$ cat src/rtl/brick_update_sched_if.sv
// Request, RAM and plotter signals of the brick update scheduler.
// The slave modport is the scheduler; the master modport is everything around it.
interface brick_update_sched_if #(
  parameter int unsigned ADDR_W = 10
);
  logic              load_req;
  logic [ADDR_W-1:0] load_addr;
  logic [1:0]        load_health;
  logic              load_gnt;
  logic              hit_req;
  logic [ADDR_W-1:0] hit_addr;
  logic              hit_gnt;
  logic              hit_done;
  logic              hit_miss;
  logic              score_inc;
  logic [ADDR_W-1:0] mem_addr;
  logic [1:0]        mem_wdata;
  logic              mem_we;
  logic [1:0]        mem_rdata;
  logic              draw_start;
  logic [ADDR_W-1:0] draw_addr;
  logic [1:0]        draw_health;
  logic              draw_done;
  logic              busy;

  modport slave (
    input  load_req, load_addr, load_health, hit_req, hit_addr, mem_rdata, draw_done,
    output load_gnt, hit_gnt, hit_done, hit_miss, score_inc, mem_addr, mem_wdata, mem_we,
           draw_start, draw_addr, draw_health, busy
  );

  modport master (
    output load_req, load_addr, load_health, hit_req, hit_addr, mem_rdata, draw_done,
    input  load_gnt, hit_gnt, hit_done, hit_miss, score_inc, mem_addr, mem_wdata, mem_we,
           draw_start, draw_addr, draw_health, busy
  );
endinterface

$ cat src/rtl/brick_update_sched.sv
// Serialises loader writes and collision read-modify-write decrements on the brick RAM,
// following every health change with one brick redraw before accepting new work.
module brick_update_sched #(
  parameter int unsigned BRICK_COUNT = 36,
  parameter int unsigned ADDR_W      = 10
) (
  input logic                  clk,
  input logic                  resetn,
  brick_update_sched_if.slave  bus
);

  localparam logic [ADDR_W-1:0] CountA = ADDR_W'(BRICK_COUNT);

  typedef enum logic [2:0] {
    StIdle,
    StLoadWr,
    StHitRd,
    StHitWait,
    StHitWr,
    StDraw,
    StDrawWait
  } state_e;

  state_e            state_q;
  logic [ADDR_W-1:0] addr_q;
  logic [1:0]        health_q;
  logic              is_hit_q;
  logic [ADDR_W-1:0] mem_addr_q;
  logic [1:0]        mem_wdata_q;
  logic              mem_we_q;
  logic              draw_start_q;
  logic [ADDR_W-1:0] draw_addr_q;
  logic [1:0]        draw_health_q;
  logic              score_q;
  logic              done_q;
  logic              miss_q;

  logic idle;
  assign idle = (state_q == StIdle);

  // Grants are decided in the IDLE cycle itself so the write lands one cycle later.
  assign bus.load_gnt    = resetn & idle & bus.load_req;
  assign bus.hit_gnt     = resetn & idle & bus.hit_req & ~bus.load_req;
  assign bus.hit_done    = done_q |
                           (resetn & (state_q == StDrawWait) & is_hit_q & bus.draw_done);
  assign bus.hit_miss    = miss_q;
  assign bus.score_inc   = score_q;
  assign bus.mem_addr    = mem_addr_q;
  assign bus.mem_wdata   = mem_wdata_q;
  assign bus.mem_we      = mem_we_q;
  assign bus.draw_start  = draw_start_q;
  assign bus.draw_addr   = draw_addr_q;
  assign bus.draw_health = draw_health_q;
  assign bus.busy        = ~idle;

  always_ff @(posedge clk) begin
    if (!resetn) begin
      state_q       <= StIdle;
      addr_q        <= '0;
      health_q      <= '0;
      is_hit_q      <= 1'b0;
      mem_addr_q    <= '0;
      mem_wdata_q   <= '0;
      mem_we_q      <= 1'b0;
      draw_start_q  <= 1'b0;
      draw_addr_q   <= '0;
      draw_health_q <= '0;
      score_q       <= 1'b0;
      done_q        <= 1'b0;
      miss_q        <= 1'b0;
    end else begin
      mem_we_q     <= 1'b0;
      draw_start_q <= 1'b0;
      score_q      <= 1'b0;
      done_q       <= 1'b0;
      miss_q       <= 1'b0;
      unique case (state_q)
        StIdle: begin
          if (bus.load_req) begin
            addr_q   <= bus.load_addr;
            health_q <= bus.load_health;
            is_hit_q <= 1'b0;
            if (bus.load_addr < CountA) begin
              state_q     <= StLoadWr;
              mem_addr_q  <= bus.load_addr;
              mem_wdata_q <= bus.load_health;
              mem_we_q    <= 1'b1;
            end
          end else if (bus.hit_req) begin
            addr_q   <= bus.hit_addr;
            is_hit_q <= 1'b1;
            if (bus.hit_addr < CountA) begin
              state_q    <= StHitRd;
              mem_addr_q <= bus.hit_addr;
            end else begin
              done_q <= 1'b1;
              miss_q <= 1'b1;
            end
          end
        end
        StLoadWr: begin
          state_q       <= StDraw;
          draw_start_q  <= 1'b1;
          draw_addr_q   <= addr_q;
          draw_health_q <= health_q;
        end
        StHitRd: state_q <= StHitWait;
        StHitWait: begin
          // RAM data is valid now; decide the write for the following cycle.
          state_q  <= StHitWr;
          health_q <= bus.mem_rdata;
          if (bus.mem_rdata == 2'd0) begin
            done_q <= 1'b1;
            miss_q <= 1'b1;
          end else begin
            mem_we_q    <= 1'b1;
            mem_wdata_q <= bus.mem_rdata - 2'd1;
            score_q     <= (bus.mem_rdata == 2'd1);
          end
        end
        StHitWr: begin
          if (health_q == 2'd0) begin
            state_q <= StIdle;
          end else begin
            state_q       <= StDraw;
            draw_start_q  <= 1'b1;
            draw_addr_q   <= addr_q;
            draw_health_q <= health_q - 2'd1;
          end
        end
        StDraw: state_q <= StDrawWait;
        StDrawWait: begin
          if (bus.draw_done) state_q <= StIdle;
        end
        default: state_q <= StIdle;
      endcase
    end
  end

endmodule

$ cat src/flat_wrapper.sv
// flat-port wrapper written by rule: the top's interface ports become plain ports
module brick_update_sched_flat 
#(
  parameter int unsigned BRICK_COUNT = 36,
  parameter int unsigned ADDR_W      = 10
)
  (clk, resetn, bus_load_req, bus_load_addr, bus_load_health, bus_hit_req, bus_hit_addr, bus_mem_rdata, bus_draw_done, bus_load_gnt, bus_hit_gnt, bus_hit_done, bus_hit_miss, bus_score_inc, bus_mem_addr, bus_mem_wdata, bus_mem_we, bus_draw_start, bus_draw_addr, bus_draw_health, bus_busy);
  brick_update_sched_if #(.ADDR_W(ADDR_W)) bus_i ();
  input logic clk;
  input logic resetn;
  input wire logic [$bits(bus_i.load_req)-1:0] bus_load_req;
  input wire logic [$bits(bus_i.load_addr)-1:0] bus_load_addr;
  input wire logic [$bits(bus_i.load_health)-1:0] bus_load_health;
  input wire logic [$bits(bus_i.hit_req)-1:0] bus_hit_req;
  input wire logic [$bits(bus_i.hit_addr)-1:0] bus_hit_addr;
  input wire logic [$bits(bus_i.mem_rdata)-1:0] bus_mem_rdata;
  input wire logic [$bits(bus_i.draw_done)-1:0] bus_draw_done;
  output wire logic [$bits(bus_i.load_gnt)-1:0] bus_load_gnt;
  output wire logic [$bits(bus_i.hit_gnt)-1:0] bus_hit_gnt;
  output wire logic [$bits(bus_i.hit_done)-1:0] bus_hit_done;
  output wire logic [$bits(bus_i.hit_miss)-1:0] bus_hit_miss;
  output wire logic [$bits(bus_i.score_inc)-1:0] bus_score_inc;
  output wire logic [$bits(bus_i.mem_addr)-1:0] bus_mem_addr;
  output wire logic [$bits(bus_i.mem_wdata)-1:0] bus_mem_wdata;
  output wire logic [$bits(bus_i.mem_we)-1:0] bus_mem_we;
  output wire logic [$bits(bus_i.draw_start)-1:0] bus_draw_start;
  output wire logic [$bits(bus_i.draw_addr)-1:0] bus_draw_addr;
  output wire logic [$bits(bus_i.draw_health)-1:0] bus_draw_health;
  output wire logic [$bits(bus_i.busy)-1:0] bus_busy;
  assign bus_i.load_req = bus_load_req;
  assign bus_i.load_addr = bus_load_addr;
  assign bus_i.load_health = bus_load_health;
  assign bus_i.hit_req = bus_hit_req;
  assign bus_i.hit_addr = bus_hit_addr;
  assign bus_i.mem_rdata = bus_mem_rdata;
  assign bus_i.draw_done = bus_draw_done;
  assign bus_load_gnt = bus_i.load_gnt;
  assign bus_hit_gnt = bus_i.hit_gnt;
  assign bus_hit_done = bus_i.hit_done;
  assign bus_hit_miss = bus_i.hit_miss;
  assign bus_score_inc = bus_i.score_inc;
  assign bus_mem_addr = bus_i.mem_addr;
  assign bus_mem_wdata = bus_i.mem_wdata;
  assign bus_mem_we = bus_i.mem_we;
  assign bus_draw_start = bus_i.draw_start;
  assign bus_draw_addr = bus_i.draw_addr;
  assign bus_draw_health = bus_i.draw_health;
  assign bus_busy = bus_i.busy;
  brick_update_sched #(.BRICK_COUNT(BRICK_COUNT), .ADDR_W(ADDR_W)) u_core (.clk(clk), .resetn(resetn), .bus(bus_i));
endmodule
$ cat config.mk
export PLATFORM = sky130hd
export DESIGN_NAME = brick_update_sched_flat
export DESIGN_NICKNAME = d
export VERILOG_FILES = /design/src/rtl/brick_update_sched_if.sv /design/src/rtl/brick_update_sched.sv /design/src/flat_wrapper.sv
export SDC_FILE = /design/constraint.sdc
export NUM_CORES = 1
export LEC_CHECK = 0
export CAP_MARGIN = 25
export CORE_ASPECT_RATIO = 0.8
export CORE_MARGIN = 4
export CORE_UTILIZATION = 50
export DETAILED_ROUTE_END_ITERATION = 8
export PLACE_DENSITY = 0.89
export SETUP_SLACK_MARGIN = 0.1
export SKIP_CTS_REPAIR_TIMING = 1
export SLEW_MARGIN = 15
export SYNTH_ARGS = -nofsm -noshare
export SYNTH_HDL_FRONTEND = slang
export SYNTH_SLANG_ARGS = --single-unit
$ cat constraint.sdc
create_clock -name clk -period 3.4 [get_ports clk]
set_input_delay 0.68 -clock clk [delete_from_list [all_inputs] [get_ports clk]]
set_output_delay 0.68 -clock clk [all_outputs]
set_load 0.01 [all_outputs]
==> flow_metrics.env <==
export IMPL_clk_transition_reported_paths_ps=70
export IMPL_synthesis_instances=205
export IMPL_regArea_um2=881
export IMPL_port_buffers=60
export IMPL_setup_viol=0
export IMPL_detail_route_first_pass_iterations=4
export IMPL_grt_pass1_wl_mm=8.09
export IMPL_worst_slew_pin_slew_ps=1020
export IMPL_grt_antenna_before_repair=0
export IMPL_fin_ws_ps=430
export IMPL_first_global_vias=1681
export IMPL_fin_worst_hold_slack_ps=464
export IMPL_grt_setup_unrepaired="false"
export IMPL_placed_cell_area_um2=2630
export IMPL_cts_sinks=44
export IMPL_timing_max_cap_violations=0
export IMPL_design_power_total_uw=1010
export IMPL_place_ws_ps=481
export IMPL_wl_per_cell_um=15.1
export IMPL_dr_first_iter_drc_count=103
export IMPL_finalWeightedCongestion=0.803
export IMPL_io_pins=61
export IMPL_syn_area_um2=1990
export IMPL_synth_seq_area_share_pct=44.4
export IMPL_path_class="in2out"
export IMPL_final_period_utilization_pct=87.4
export IMPL_globalRouteMet3Util_pct=6.34
export IMPL_overflow=0
export IMPL_final_area_um2=2720
export IMPL_cts_htree_levels=2
export IMPL_root_buffer="sky130_fd_sc_hd__clkbuf_8"
export IMPL_global_routing_met2_resource_utilization_pct=31.7
export IMPL_remaining_drc_errors=0
export IMPL_busiest_layer_in_global_routing="met2"
export IMPL_maxClockFrequency_ghz=0.337
export IMPL_critical_path_peak_fanout=3
export IMPL_ys_ff_latch=44
export IMPL_clkLatencyLatePin_ps=300
export IMPL_yosys_warnings=0
export IMPL_syn_mean_instance_area_um2=9.69
export IMPL_dieHeight_um=64.4
export IMPL_hold_path_class="reg2reg"
export IMPL_finalClockSkew_ps=6.69
export IMPL_floorplan_die_area_um2=5050
export IMPL_ir_worst_vdd_mv=0.197
export IMPL_core_area_um2=3800
export IMPL_cts_tree="done"
export IMPL_p_per_area_nw_per_um2=372
export IMPL_core_rowCount=20
export IMPL_hold_viol=0
export IMPL_fillCellCount=309
export IMPL_layout_min_cycle_time_ps=2970
export IMPL_cts_root_to_sink_buffers=2
export IMPL_slew_headroom_pct=32.0
export IMPL_leakagePower_uw=0.00115
export IMPL_dp_hpwl_mm=3.65
export IMPL_via_per_inst=5.31
export IMPL_multi_input_combinational_cell_area_um2=1000
export IMPL_postRouteWirelength_mm=4.83
export IMPL_post_route_cells_drive_above_1_share_pct=9.85
export IMPL_setup_tns_final_ps=0
export IMPL_worstPathRequired_ps=2720
export IMPL_post_synth_net_total=237
export IMPL_startpoint_type="input port"
export IMPL_effective_utilization_at_floorplan_pct=52.2
export IMPL_status="complete, no violations"
export IMPL_final_max_slew_viol_count=0
export IMPL_syn2layout_area_growth_pct=37.2
export IMPL_inserted_clock_buffers=5
export IMPL_antenna_cells=0
export IMPL_grt_start_max_net_pins=20
export IMPL_end_kind="output port"
export IMPL_synth_lib_cells_used_distinct=43
export IMPL_timing_critical_path_arrival_ps=2290
export IMPL_routed_via_count=1695
export IMPL_grtUsageMet1_pct=26.4
export IMPL_track_usage_pct=20.6
export IMPL_floorplan_die_width_um=78.5
export IMPL_fin_nets=295
export IMPL_antenna_violating_nets_post_route=0
-- path summary, 6_finish.rpt --
check | startpoint | to | slack (ps) | cells past startpoint
hold / removal | u_core.bus.mem_wdata[0] | u_core.bus.mem_wdata[0] | 460 | 2
hold reg to reg | u_core.bus.mem_wdata[0] | u_core.bus.mem_wdata[0] | 460 | 2
setup / recovery | bus_hit_req | bus_hit_gnt | 430 | 5
setup reg to reg | u_core.health_q[0] | u_core.bus.draw_addr[5] | 1060 | 6
-- kinds of logic after synthesis --
| group | Yosys count | synth area share, % |
|---|---|---|
| AND/OR/NAND/NOR | 64 | 17.2 |
| AO/OA/AOI/OAI | 45 | 19.3 |
| flip-flops | 44 | 44.4 |
| buffers and inverters | 25 | 5.23 |
| multiplexers | 23 | 11.6 |
| adder cells (fa/ha/maj) | 3 | 1.89 |
| XOR/XNOR | 1 | 0.441 |
-- report_power, final --
group	internal [uW]	total (uW)	switching (uW)
Sequential	533	543	10.3
Combinational	75.7	137	61.0
Clock	166	335	169
Total	774	1010	241
-- worst max-delay path: stages --
cell,delay [ps]
sky130_fd_sc_hd__clkdlybuf4s50_1,500
sky130_fd_sc_hd__nor2b_1,270
sky130_fd_sc_hd__nand2_1,120
sky130_fd_sc_hd__nor2_1,150
sky130_fd_sc_hd__clkdlybuf4s50_1,570
-- layout make-up --
class | instances | area share (%)
clock buffers | 8 | 3.31
inverters | 10 | 1.38
multi-input cells | 136 | 36.7
flip-flops and latches | 44 | 32.3
well taps | 55 | 2.53
repair buffers | 66 | 23.7
-- placed cells by master, fill, tap and decap left out, types with 3 or more instances in the layout --
cell,n
sky130_fd_sc_hd__or3b_2,3
sky130_fd_sc_hd__mux2i_1,23
sky130_fd_sc_hd__nand2b_1,4
sky130_fd_sc_hd__buf_4,6
sky130_fd_sc_hd__o211a_1,13
sky130_fd_sc_hd__o221a_2,4
sky130_fd_sc_hd__clkdlybuf4s50_1,60
sky130_fd_sc_hd__nor2_1,11
sky130_fd_sc_hd__clkbuf_8,6
sky130_fd_sc_hd__ha_1,3
sky130_fd_sc_hd__a21oi_1,4
sky130_fd_sc_hd__o21ai_0,3
sky130_fd_sc_hd__dfxtp_1,44
sky130_fd_sc_hd__and3_1,6
sky130_fd_sc_hd__o211ai_1,4
sky130_fd_sc_hd__nand2_1,24
sky130_fd_sc_hd__inv_1,10
-- synth_stat cells --
cell                        count  area, um^2
sky130_fd_sc_hd__a2bb2oi_1      1        8.76
sky130_fd_sc_hd__nand2_1       24        90.1
sky130_fd_sc_hd__a21oi_1        4        20.0
sky130_fd_sc_hd__o221a_1        2        22.5
sky130_fd_sc_hd__or4_4          1        11.3
sky130_fd_sc_hd__a21o_1         2        15.0
sky130_fd_sc_hd__and3b_1        1        8.76
sky130_fd_sc_hd__or3b_2         3        26.3
sky130_fd_sc_hd__o21bai_1       1        7.51
sky130_fd_sc_hd__clkbuf_1      12        45.0
sky130_fd_sc_hd__inv_1         10        37.5
sky130_fd_sc_hd__and2_4         1        8.76
sky130_fd_sc_hd__mux2i_1       23         230
sky130_fd_sc_hd__ha_1           3        37.5
sky130_fd_sc_hd__nor3b_1        1        7.51
sky130_fd_sc_hd__dfxtp_1       44         881
sky130_fd_sc_hd__buf_6          1        11.3
sky130_fd_sc_hd__nand2b_1       4        25.0
sky130_fd_sc_hd__buf_2          2        10.0
sky130_fd_sc_hd__nor3_1         2        10.0
sky130_fd_sc_hd__nor4_1         1        6.26
sky130_fd_sc_hd__nor3_2         1        10.0
sky130_fd_sc_hd__xnor2_1        1        8.76
sky130_fd_sc_hd__o211a_1       13         130
sky130_fd_sc_hd__o31a_1         1        8.76
sky130_fd_sc_hd__o22ai_1        1        6.26
sky130_fd_sc_hd__o21ai_0        3        15.0
sky130_fd_sc_hd__o31ai_1        1        7.51
sky130_fd_sc_hd__nor2b_1        2        12.5
sky130_fd_sc_hd__nand4b_1       1        8.76
sky130_fd_sc_hd__and4_1         1        8.76
sky130_fd_sc_hd__o21a_1         2        15.0
sky130_fd_sc_hd__o211ai_1       4        30.0
sky130_fd_sc_hd__or3_4          1        11.3
sky130_fd_sc_hd__a21oi_2        2        17.5
sky130_fd_sc_hd__a21boi_0       2        15.0
sky130_fd_sc_hd__and2_1         2        12.5
sky130_fd_sc_hd__a31o_2         1        8.76
sky130_fd_sc_hd__a32o_1         1        10.0
sky130_fd_sc_hd__nor2_1        11        41.3
sky130_fd_sc_hd__and3_1         6        37.5
sky130_fd_sc_hd__nand3_1        1        5.00
sky130_fd_sc_hd__o221a_2        4        45.0
-- metrics by stage --
stage,util [%],instances
floorplan,-,205
global placement,69.2,311
detailed placement,69.2,311
CTS,71.6,319
global route,71.6,319
finish,71.6,319
-- sequential cells by signal, summed over array words and instances (netlist names) --
register,count
u_core.bus.mem_wdata,2
u_core.bus.score_inc,1
u_core.health_q,2
u_core.bus.draw_health,2
u_core.bus.draw_start,1
u_core.addr_q,10
u_core.bus.draw_addr,10
u_core.bus.mem_addr,10
u_core.bus.mem_we,1
u_core.is_hit_q,1
u_core.state_q,3
u_core.done_q,1
-- layer usage --
metal | routed length, um | up-vias | part of all wire, %
li1 | - | 847 | -
met2 | 2220 | 51 | 46
met4 | 78 | 0 | 1.6
met1 | 2230 | 790 | 46
met3 | 304 | 7 | 6.3
met5 | 0 | - | 0
Note: power is estimated with default switching activity, not from simulation.
